## config.mk

```make
export PLATFORM = sky130hd
export DESIGN_NAME = exc_arbiter
export DESIGN_NICKNAME = d
export VERILOG_FILES = /design/src/rtl/exc_arbiter.sv
export SDC_FILE = /design/constraint.sdc
export NUM_CORES = 1
export LEC_CHECK = 0
export CAP_MARGIN = 20
export CELL_PAD_IN_SITES_DETAIL_PLACEMENT = 1
export CELL_PAD_IN_SITES_GLOBAL_PLACEMENT = 1
export CORE_MARGIN = 2
export CORE_UTILIZATION = 25
export CTS_CLUSTER_SIZE = 20
export DETAILED_ROUTE_END_ITERATION = 6
export HOLD_SLACK_MARGIN = 0.08
export PLACE_DENSITY_LB_ADDON = 0.1
export SLEW_MARGIN = 20
export SYNTH_ARGS = -nofsm -noshare
export SYNTH_HDL_FRONTEND = slang
export SYNTH_SLANG_ARGS = --single-unit
```

## constraint.sdc

```tcl
create_clock -name clk -period 3.4 [get_ports clk]
set_clock_uncertainty 0.15 [all_clocks]
set_input_delay 0.51 -clock clk [delete_from_list [all_inputs] [get_ports clk]]
set_output_delay 0.51 -clock clk [all_outputs]
set_load 0.03 [all_outputs]
```

## src/rtl/exc_arbiter.sv

```systemverilog
// exc_arbiter: commit-stage exception/interrupt arbiter sitting in front of CP0.
// Picks one event per accepted commit, drives the CP0 write port and redirects fetch.
//
// state  | meaning
// IDLE   | accepting commits from the commit stage
// DRAIN  | post-flush window, commit inputs ignored until the counter expires
module exc_arbiter #(
  parameter int unsigned DRAIN_CYCLES = 2,
  parameter logic [31:0] BEV_BASE     = 32'hBFC00200
) (
  input  logic        clk,
  input  logic        rst,
  input  logic [5:0]  ext_int,
  output logic [5:0]  hw_int,
  input  logic        c_valid,
  input  logic        c_stall,
  input  logic [31:0] c_pc,
  input  logic        c_bd,
  input  logic        c_if_adel,
  input  logic        c_if_refill,
  input  logic        c_if_inv,
  input  logic        c_ri,
  input  logic        c_sys,
  input  logic        c_bp,
  input  logic        c_ov,
  input  logic        c_eret,
  input  logic        c_d_adel,
  input  logic        c_d_ades,
  input  logic        c_d_refill,
  input  logic        c_d_inv,
  input  logic        c_d_mod,
  input  logic        c_d_store,
  input  logic [31:0] c_dvaddr,
  input  logic        allow_int,
  input  logic [7:0]  interrupt_flag,
  input  logic        sr_bev,
  input  logic        sr_exl,
  input  logic [31:0] ebase,
  input  logic [31:0] epc,
  output logic        en_exp,
  output logic        exp_bd,
  output logic [31:0] exp_epc,
  output logic [4:0]  exc_code,
  output logic [31:0] exp_badvaddr,
  output logic        exp_badvaddr_we,
  output logic        clear_exl,
  output logic        flush,
  output logic        redirect_valid,
  output logic [31:0] redirect_pc
);

  typedef enum logic {S_IDLE = 1'b0, S_DRAIN = 1'b1} state_t;
  localparam logic [3:0] DRAIN_LD = 4'(DRAIN_CYCLES);

  state_t      r_state, w_state_nxt;
  logic [3:0]  r_cnt, w_cnt_nxt;
  logic [5:0]  r_sync1, r_sync2;

  logic        w_accept, w_int, w_is_exc, w_is_eret, w_bad_we, w_refill;
  logic        w_fire_exc, w_fire_eret;
  logic [4:0]  w_code;
  logic [31:0] w_bad, w_vector, w_epc_val, w_base;

  logic        r_en_exp, r_exp_bd, r_bad_we, r_clear_exl, r_flush, r_redirect_valid;
  logic [31:0] r_exp_epc, r_badvaddr, r_redirect_pc;
  logic [4:0]  r_exc_code;

  assign w_accept = (r_state == S_IDLE) & c_valid & ~c_stall;
  assign w_int    = allow_int & (|interrupt_flag);

  always_comb begin
    w_is_exc  = 1'b1;
    w_is_eret = 1'b0;
    w_code    = 5'd0;
    w_bad_we  = 1'b0;
    w_bad     = 32'd0;
    w_refill  = 1'b0;
    if (w_int) begin
      w_code = 5'd0;
    end else if (c_if_adel) begin
      w_code = 5'd4;  w_bad_we = 1'b1; w_bad = c_pc;
    end else if (c_if_refill | c_if_inv) begin
      w_code = 5'd2;  w_bad_we = 1'b1; w_bad = c_pc; w_refill = c_if_refill;
    end else if (c_ri) begin
      w_code = 5'd10;
    end else if (c_sys) begin
      w_code = 5'd8;
    end else if (c_bp) begin
      w_code = 5'd9;
    end else if (c_ov) begin
      w_code = 5'd12;
    end else if (c_d_adel) begin
      w_code = 5'd4;  w_bad_we = 1'b1; w_bad = c_dvaddr;
    end else if (c_d_ades) begin
      w_code = 5'd5;  w_bad_we = 1'b1; w_bad = c_dvaddr;
    end else if (c_d_refill | c_d_inv) begin
      w_code = c_d_store ? 5'd3 : 5'd2;
      w_bad_we = 1'b1; w_bad = c_dvaddr; w_refill = c_d_refill;
    end else if (c_d_mod) begin
      w_code = 5'd1;  w_bad_we = 1'b1; w_bad = c_dvaddr;
    end else begin
      w_is_exc  = 1'b0;
      w_is_eret = c_eret;
    end
  end

  assign w_fire_exc  = w_accept & w_is_exc;
  assign w_fire_eret = w_accept & w_is_eret;

  // Only a TLB refill taken outside EXL uses the fast refill vector at offset 0.
  assign w_base    = sr_bev ? BEV_BASE : ebase;
  assign w_vector  = w_base + ((w_refill & ~sr_exl) ? 32'h0000_0000 : 32'h0000_0180);
  assign w_epc_val = c_bd ? (c_pc - 32'd4) : c_pc;

  always_comb begin
    w_state_nxt = r_state;
    w_cnt_nxt   = r_cnt;
    case (r_state)
      S_IDLE: begin
        if (w_fire_exc | w_fire_eret) begin
          w_state_nxt = S_DRAIN;
          w_cnt_nxt   = DRAIN_LD;
        end
      end
      S_DRAIN: begin
        w_cnt_nxt = r_cnt - 4'd1;
        if (r_cnt <= 4'd1) begin
          w_state_nxt = S_IDLE;
          w_cnt_nxt   = 4'd0;
        end
      end
    endcase
  end

  always_ff @(posedge clk) begin
    if (rst) begin
      r_state          <= S_IDLE;
      r_cnt            <= 4'd0;
      r_sync1          <= 6'd0;
      r_sync2          <= 6'd0;
      r_en_exp         <= 1'b0;
      r_exp_bd         <= 1'b0;
      r_exp_epc        <= 32'd0;
      r_exc_code       <= 5'd0;
      r_badvaddr       <= 32'd0;
      r_bad_we         <= 1'b0;
      r_clear_exl      <= 1'b0;
      r_flush          <= 1'b0;
      r_redirect_valid <= 1'b0;
      r_redirect_pc    <= 32'd0;
    end else begin
      r_state          <= w_state_nxt;
      r_cnt            <= w_cnt_nxt;
      r_sync1          <= ext_int;
      r_sync2          <= r_sync1;
      r_en_exp         <= w_fire_exc;
      r_exp_bd         <= w_fire_exc & c_bd;
      r_exp_epc        <= w_fire_exc ? w_epc_val : 32'd0;
      r_exc_code       <= w_fire_exc ? w_code : 5'd0;
      r_badvaddr       <= w_fire_exc ? w_bad : 32'd0;
      r_bad_we         <= w_fire_exc & w_bad_we;
      r_clear_exl      <= w_fire_eret;
      r_flush          <= w_fire_exc | w_fire_eret;
      r_redirect_valid <= w_fire_exc | w_fire_eret;
      r_redirect_pc    <= w_fire_exc ? w_vector : (w_fire_eret ? epc : 32'd0);
    end
  end

  assign hw_int          = r_sync2;
  assign en_exp          = r_en_exp;
  assign exp_bd          = r_exp_bd;
  assign exp_epc         = r_exp_epc;
  assign exc_code        = r_exc_code;
  assign exp_badvaddr    = r_badvaddr;
  assign exp_badvaddr_we = r_bad_we;
  assign clear_exl       = r_clear_exl;
  assign flush           = r_flush;
  assign redirect_valid  = r_redirect_valid;
  assign redirect_pc     = r_redirect_pc;

endmodule

```

# Word level (Yosys, flattened, before mapping)
# Cells that the tools add are included.
# word_totals
reg_bits	123
latchBits	0
ram_bits	0
romBits	0
input_bits	164
out_inout_bits	113
word_cells	115
memories	0
# classes
n_addsub	3
multipliers	0
div	0
magnitude_cmp	1
eq_ne	1
shift	0
muxes	71
n_bitwise	15
n_reduce_logical	7
# ops
cell	n
2-to-1 mux 32 bit	14
2-to-1 mux 1 bit	43
adder 32 x 9 -> 32 bit	1
subtractor 32 x 3 -> 32 bit, second input constant	1
2-to-1 mux 4 bit	6
2-to-1 mux 3 bit	4
OR reduction 11 bit	1
2-to-1 mux 9 bit	1
AND 1 bit	8
one-hot mux 4 bit (2 select lines)	1
OR reduction 8 bit	1
OR reduction 7 bit	1
OR reduction 5 bit	1
<= comparator 4 x 1 -> 1 bit, second input constant	1
inverter 1 bit	4
OR reduction 4 bit	1
subtractor 4 x 1 -> 4 bit, second input constant	1
bitwise OR 1 bit	3
OR reduction 3 bit	1
2-to-1 mux 2 bit	1
inequality test 2 x 1 -> 1 bit, second input constant	1
one-hot mux 1 bit (2 select lines)	1
OR reduction 2 bit	1

# Longest topological paths before layout
# logic_depth
ltp_word	15
ltp_mapped	13
ltp_nobuf	12

# Worst setup path before layout
# OpenSTA, ideal clock, no wires.
# synth_timing
kind	input to register
from	input c_ov
to	register r_redirect_pc[28], in the netlist redirect_pc[28]
setup_ns	0.117
t_arrival_ns	3.275
required_time_ns	3.133
slack_ns	-0.142
cell_stages	10
path_buffers	0
cell_sequence	nor4_1 a41oi_1 nor4_1 inv_1 ha_1 a21oi_1 nor2_1 or4b_4 or3_1 a32o_1
# synth_via
elab_chain_cells	11
elab_cells_between_ends	28
classes_between	add/sub: 1; mux: 24; bitwise: 3
# synth_lines
element	line_no	source
from (decl)	25	input logic c_ov,
2-to-1 mux 1 bit	90	end else if (c_ov) begin
2-to-1 mux 1 bit	88	end else if (c_bp) begin
2-to-1 mux 1 bit	86	end else if (c_sys) begin
2-to-1 mux 1 bit	84	end else if (c_ri) begin
2-to-1 mux 1 bit	82	end else if (c_if_refill | c_if_inv) begin
2-to-1 mux 1 bit	80	end else if (c_if_adel) begin
2-to-1 mux 1 bit	78	if (w_int) begin
AND 1 bit	112	assign w_vector = w_base + ((w_refill & ~sr_exl) ? 32'h0000_0000 : 32'h0000_0180);
2-to-1 mux 9 bit	112	
adder 32 x 9 -> 32 bit	112	
2-to-1 mux 32 bit (*)	165	r_redirect_pc <= w_fire_exc ? w_vector : (w_fire_eret ? epc : 32'd0);
to (signal assigned)	165	
to (decl)	65	logic [31:0] r_exp_epc, r_badvaddr, r_redirect_pc;
# Mark *: on every way between the ends. The rest lies on a longest branch, timed or not.
# A chain may end at the register's enable or synchronous reset.

# Final worst setup path
# layout_timing
from	input c_ri
to	register r_redirect_pc[28], in the netlist redirect_pc[28]
# layout_via
elab_chain_cells	8
elab_cells_between_ends	19
classes_between	add/sub: 1; mux: 15; bitwise: 3
# layout_lines
element	line_no	source
from (decl)	22	input logic c_ri,
2-to-1 mux 1 bit	84	
2-to-1 mux 1 bit	82	
2-to-1 mux 1 bit	80	
2-to-1 mux 1 bit	78	
AND 1 bit	112	
2-to-1 mux 9 bit	112	
adder 32 x 9 -> 32 bit	112	
2-to-1 mux 32 bit (*)	165	
# Marks and branches as above.

==> qor.yml <==
status: "finished clean"
grt_overflow: 0
die_h_um: 147
r2r_cells: 4
critical_path_arrival_ns: 3.44
cts_tree: "yes"
num_vias: 5415
path_clk_slew_ns: 0.06
syn_area_um2: 5100
ys.flop_type: "dfxtp_1"
final_common_cell: "clkdlybuf4s50_1"
drv_cap: 0
pin_count: 277
reg2reg_to: "redirect_pc[5]"
ir_worst_vdd_mv: 0.319
nFillCells: 2277
grt_pass1_wl_um: 32000
min_from: "r_sync1[3]"
power_leakage_uw: 0.00332
hold_viol: 0
cp_slowest_cell: "or4b_4"
dp.cells: 1126
core-area_um2: 20100
slew_violations: 0
cpPeakStageDelay_ns: 0.50
avgViaCountPerCell: 4.66
relSlewSlack: 0.514
area_growth_pct: 77.9
grt_max_degree: 35
synth-xor-area-share: 0.0773
setup_viol: 0
ys.warnings.count: 0
io_buffers: 275
antenna_found_initial: 1
place.gp.congestion: 0.840
synth_seq_cells: 122
ys_top_cells_by_area: "dfxtp_1, xnor2_1, a22o_1"
avgSynthCellArea_um2: 8.85
r2r_slack_ns: 1.19
cp-start-kind: "primary input"
r2r_start: "r_state"
synthSimpleGateAreaFrac: 0.265
clkLatencyLatePin_ns: 0.41
timing.final.crit_share: 0.964
layout_common_cells: "clkdlybuf4s50_1, dfxtp_1, nor2_1, nand2_1, buf_4"
rows: 52
period_minus_slack_ns: 3.28
fp.dieW_um: 147
crit_fanout: 3
ys_types: 53
synth_edf_count: 0
num-nets-final: 1047
hold_class: "flop to flop"
dpl.hpwl_um: 15900
cp-end-kind: "flop"
path_cells: "dlygate4sd2_1 > nor4_4 > a41oi_2 > nor4_4 > inv_1 > ha_1 > a21oi_1 > nor2_1 > or4b_4 > or3_1 > a32o_1"
yosys.area_share.adder: 0.0162
ant_nets: 0
power.total_uw: 3910
cts_buffers: 17
synth_area_leader_cell: "dfxtp_1"
synth_compound_area_frac: 0.118
synthMuxAreaShare: 0.00589
max_freq_mhz: 305
required_ns: 3.56
powerDensity_nw_per_um2: 432
yosysTopAreaCellShare: 0.479
ys_async_sr_fraction: 0
synth_top_family_by_area: "simple AND/OR/NAND/NOR gates"
instances_no_fill: 1161
die_area_um2: 21500
yosysSeqAreaShare: 0.479
whs_path_depth: 1
h-tree-depth: 4
cts-root-buf: "clkbuf_16"
clock_sinks: 122
min_to: "hw_int[3]"
initial_core_util: 0.253
drive_above_1_share: 0.104
clockBufferDepth: 2
path_class: "primary input to flop"
synth_cells: 576
drt_first_pass_iters: 4
rsz0062_at_grt: "false"
wl_um: 20600
grt_pass1_vias: 5807
drt_iter0_drc: 114
syn_nets: 746
worst_pin_slew_ns: 0.728
crit_top_cell: "nor4_4"
track_usage: 0.190
wl_per_cell_um: 17.8
drcViolationCount: 0
cell type report:
| cell class | count | area (µm²) | area share |
|---|---|---|---|
| antenna | 1 | 2.50 | 0.000276 |
| sequential | 122 | 2440 | 0.269 |
| tap | 270 | 338 | 0.0373 |
| clock buffer | 20 | 447 | 0.0493 |
| timing repair buffer | 318 | 3090 | 0.341 |
| inverter | 11 | 41.3 | 0.00456 |
| multi-input combinational | 407 | 2560 | 0.282 |
| clock inverter | 12 | 149 | 0.0164 |
how the worst max path moves through the flow:
stage | start | endpoint | slack (ns) | cells past startpoint
after floorplan | c_ov | redirect_pc[28] | 0.06 | 10
after CTS | interrupt_flag[0] | redirect_pc[25] | 0.05 | 15
after global routing | c_ri | redirect_pc[28] | 0.02 | 11
after global placement | c_sys | redirect_pc[28] | -0.47 | 11
final | c_ri | redirect_pc[28] | 0.12 | 11
after detailed placement | c_ov | redirect_pc[28] | -0.56 | 11
cells in the mapped netlist, types with 2 or more instances:
| library cell | instances |
|---|---|
| and2_1 | 3 |
| nor2b_1 | 17 |
| ha_1 | 5 |
| or3_1 | 8 |
| nand4_1 | 7 |
| mux2i_1 | 3 |
| nand2_1 | 48 |
| and3_1 | 3 |
| clkbuf_1 | 32 |
| nor4b_1 | 3 |
| inv_1 | 11 |
| xnor2_1 | 36 |
| nand2b_1 | 3 |
| buf_4 | 2 |
| dfxtp_1 | 122 |
| nand3_1 | 40 |
| nor3_1 | 29 |
| xor2_1 | 9 |
| a22o_1 | 28 |
| a21oi_1 | 39 |
| nor4_1 | 23 |
| or2_2 | 3 |
| o21ai_0 | 2 |
| or4_1 | 5 |
| a32o_1 | 2 |
| nor2_1 | 63 |
| nand3b_1 | 4 |
power by group:
| part | switching (µW) | leakage (µW) | internal, µW |
|---|---|---|---|
| registers | 14.4 | 0.000991 | 1470 |
| logic | 267 | 0.00204 | 310 |
| clock network | 687 | 0.000282 | 1170 |
per-layer routing:
| layer | GRT usage | up-vias | wire length, µm |
|---|---|---|---|
| met5 | 0 | - | 0 |
| met4 | 0.0626 | 0 | 403 |
| met3 | 0.0671 | 26 | 1590 |
| met2 | 0.332 | 193 | 10200 |
| met1 | 0.217 | 2572 | 8470 |
| li1 | - | 2624 | - |
kinds of logic after synthesis:
| kind of cell | count (synthesis) |
|---|---|
| adders and majority gates | 6 |
| muxes | 3 |
| xor gates and xnor gates | 45 |
| AOI/OAI and AO/OA | 87 |
| DFF | 122 |
| other | 1 |
| and+or+nand+nor | 265 |
| buffers and inverters | 47 |
repair_timing:
| action | CTS | global route |
|---|---|---|
| gates resized for setup | 8 | 6 |
| hold buffers | 0 | 0 |
| buffers inserted | 2 | 0 |
| endpoints found under the setup margin | 7 | 3 |
| hold endpoints to repair | 0 | 0 |
| pin swaps | 4 | 4 |
critical path, delay by kind of cell:
kind | cells | cell delay (ns)
AOI/OAI and AO/OA | 3 | 0.54
adders and majority gates | 1 | 0.29
buffers and inverters | 2 | 0.38
and+or+nand+nor | 5 | 1.71
stage by stage:
step	util	TNS, ns	hold WS [ns]	area (µm²)	setup slack [ns]
2_1_floorplan	-	0	0.264	5110	0.0575
3_3_place_gp	0.418	-5.76	0.278	8400	-0.474
3_5_place_dp	0.418	-7.07	0.286	8400	-0.561
4_1_cts	0.449	0	0.300	9040	0.0513
5_1_grt	0.451	0	0.315	9060	0.0162
6_report	0.451	0	0.291	9060	0.122
sequential cells by signal, summed over array words and instances (netlist names):
| name | flops |
|---|---|
| r_sync1 | 6 |
| r_state | 1 |
| r_cnt | 4 |
| hw_int | 6 |
| redirect_valid | 1 |
| exp_epc | 32 |
| exp_bd | 1 |
| en_exp | 1 |
| redirect_pc | 32 |
| exc_code | 4 |
| clear_exl | 1 |
| exp_badvaddr_we | 1 |
| exp_badvaddr | 32 |
Note: power is estimated with default switching activity, not from simulation.
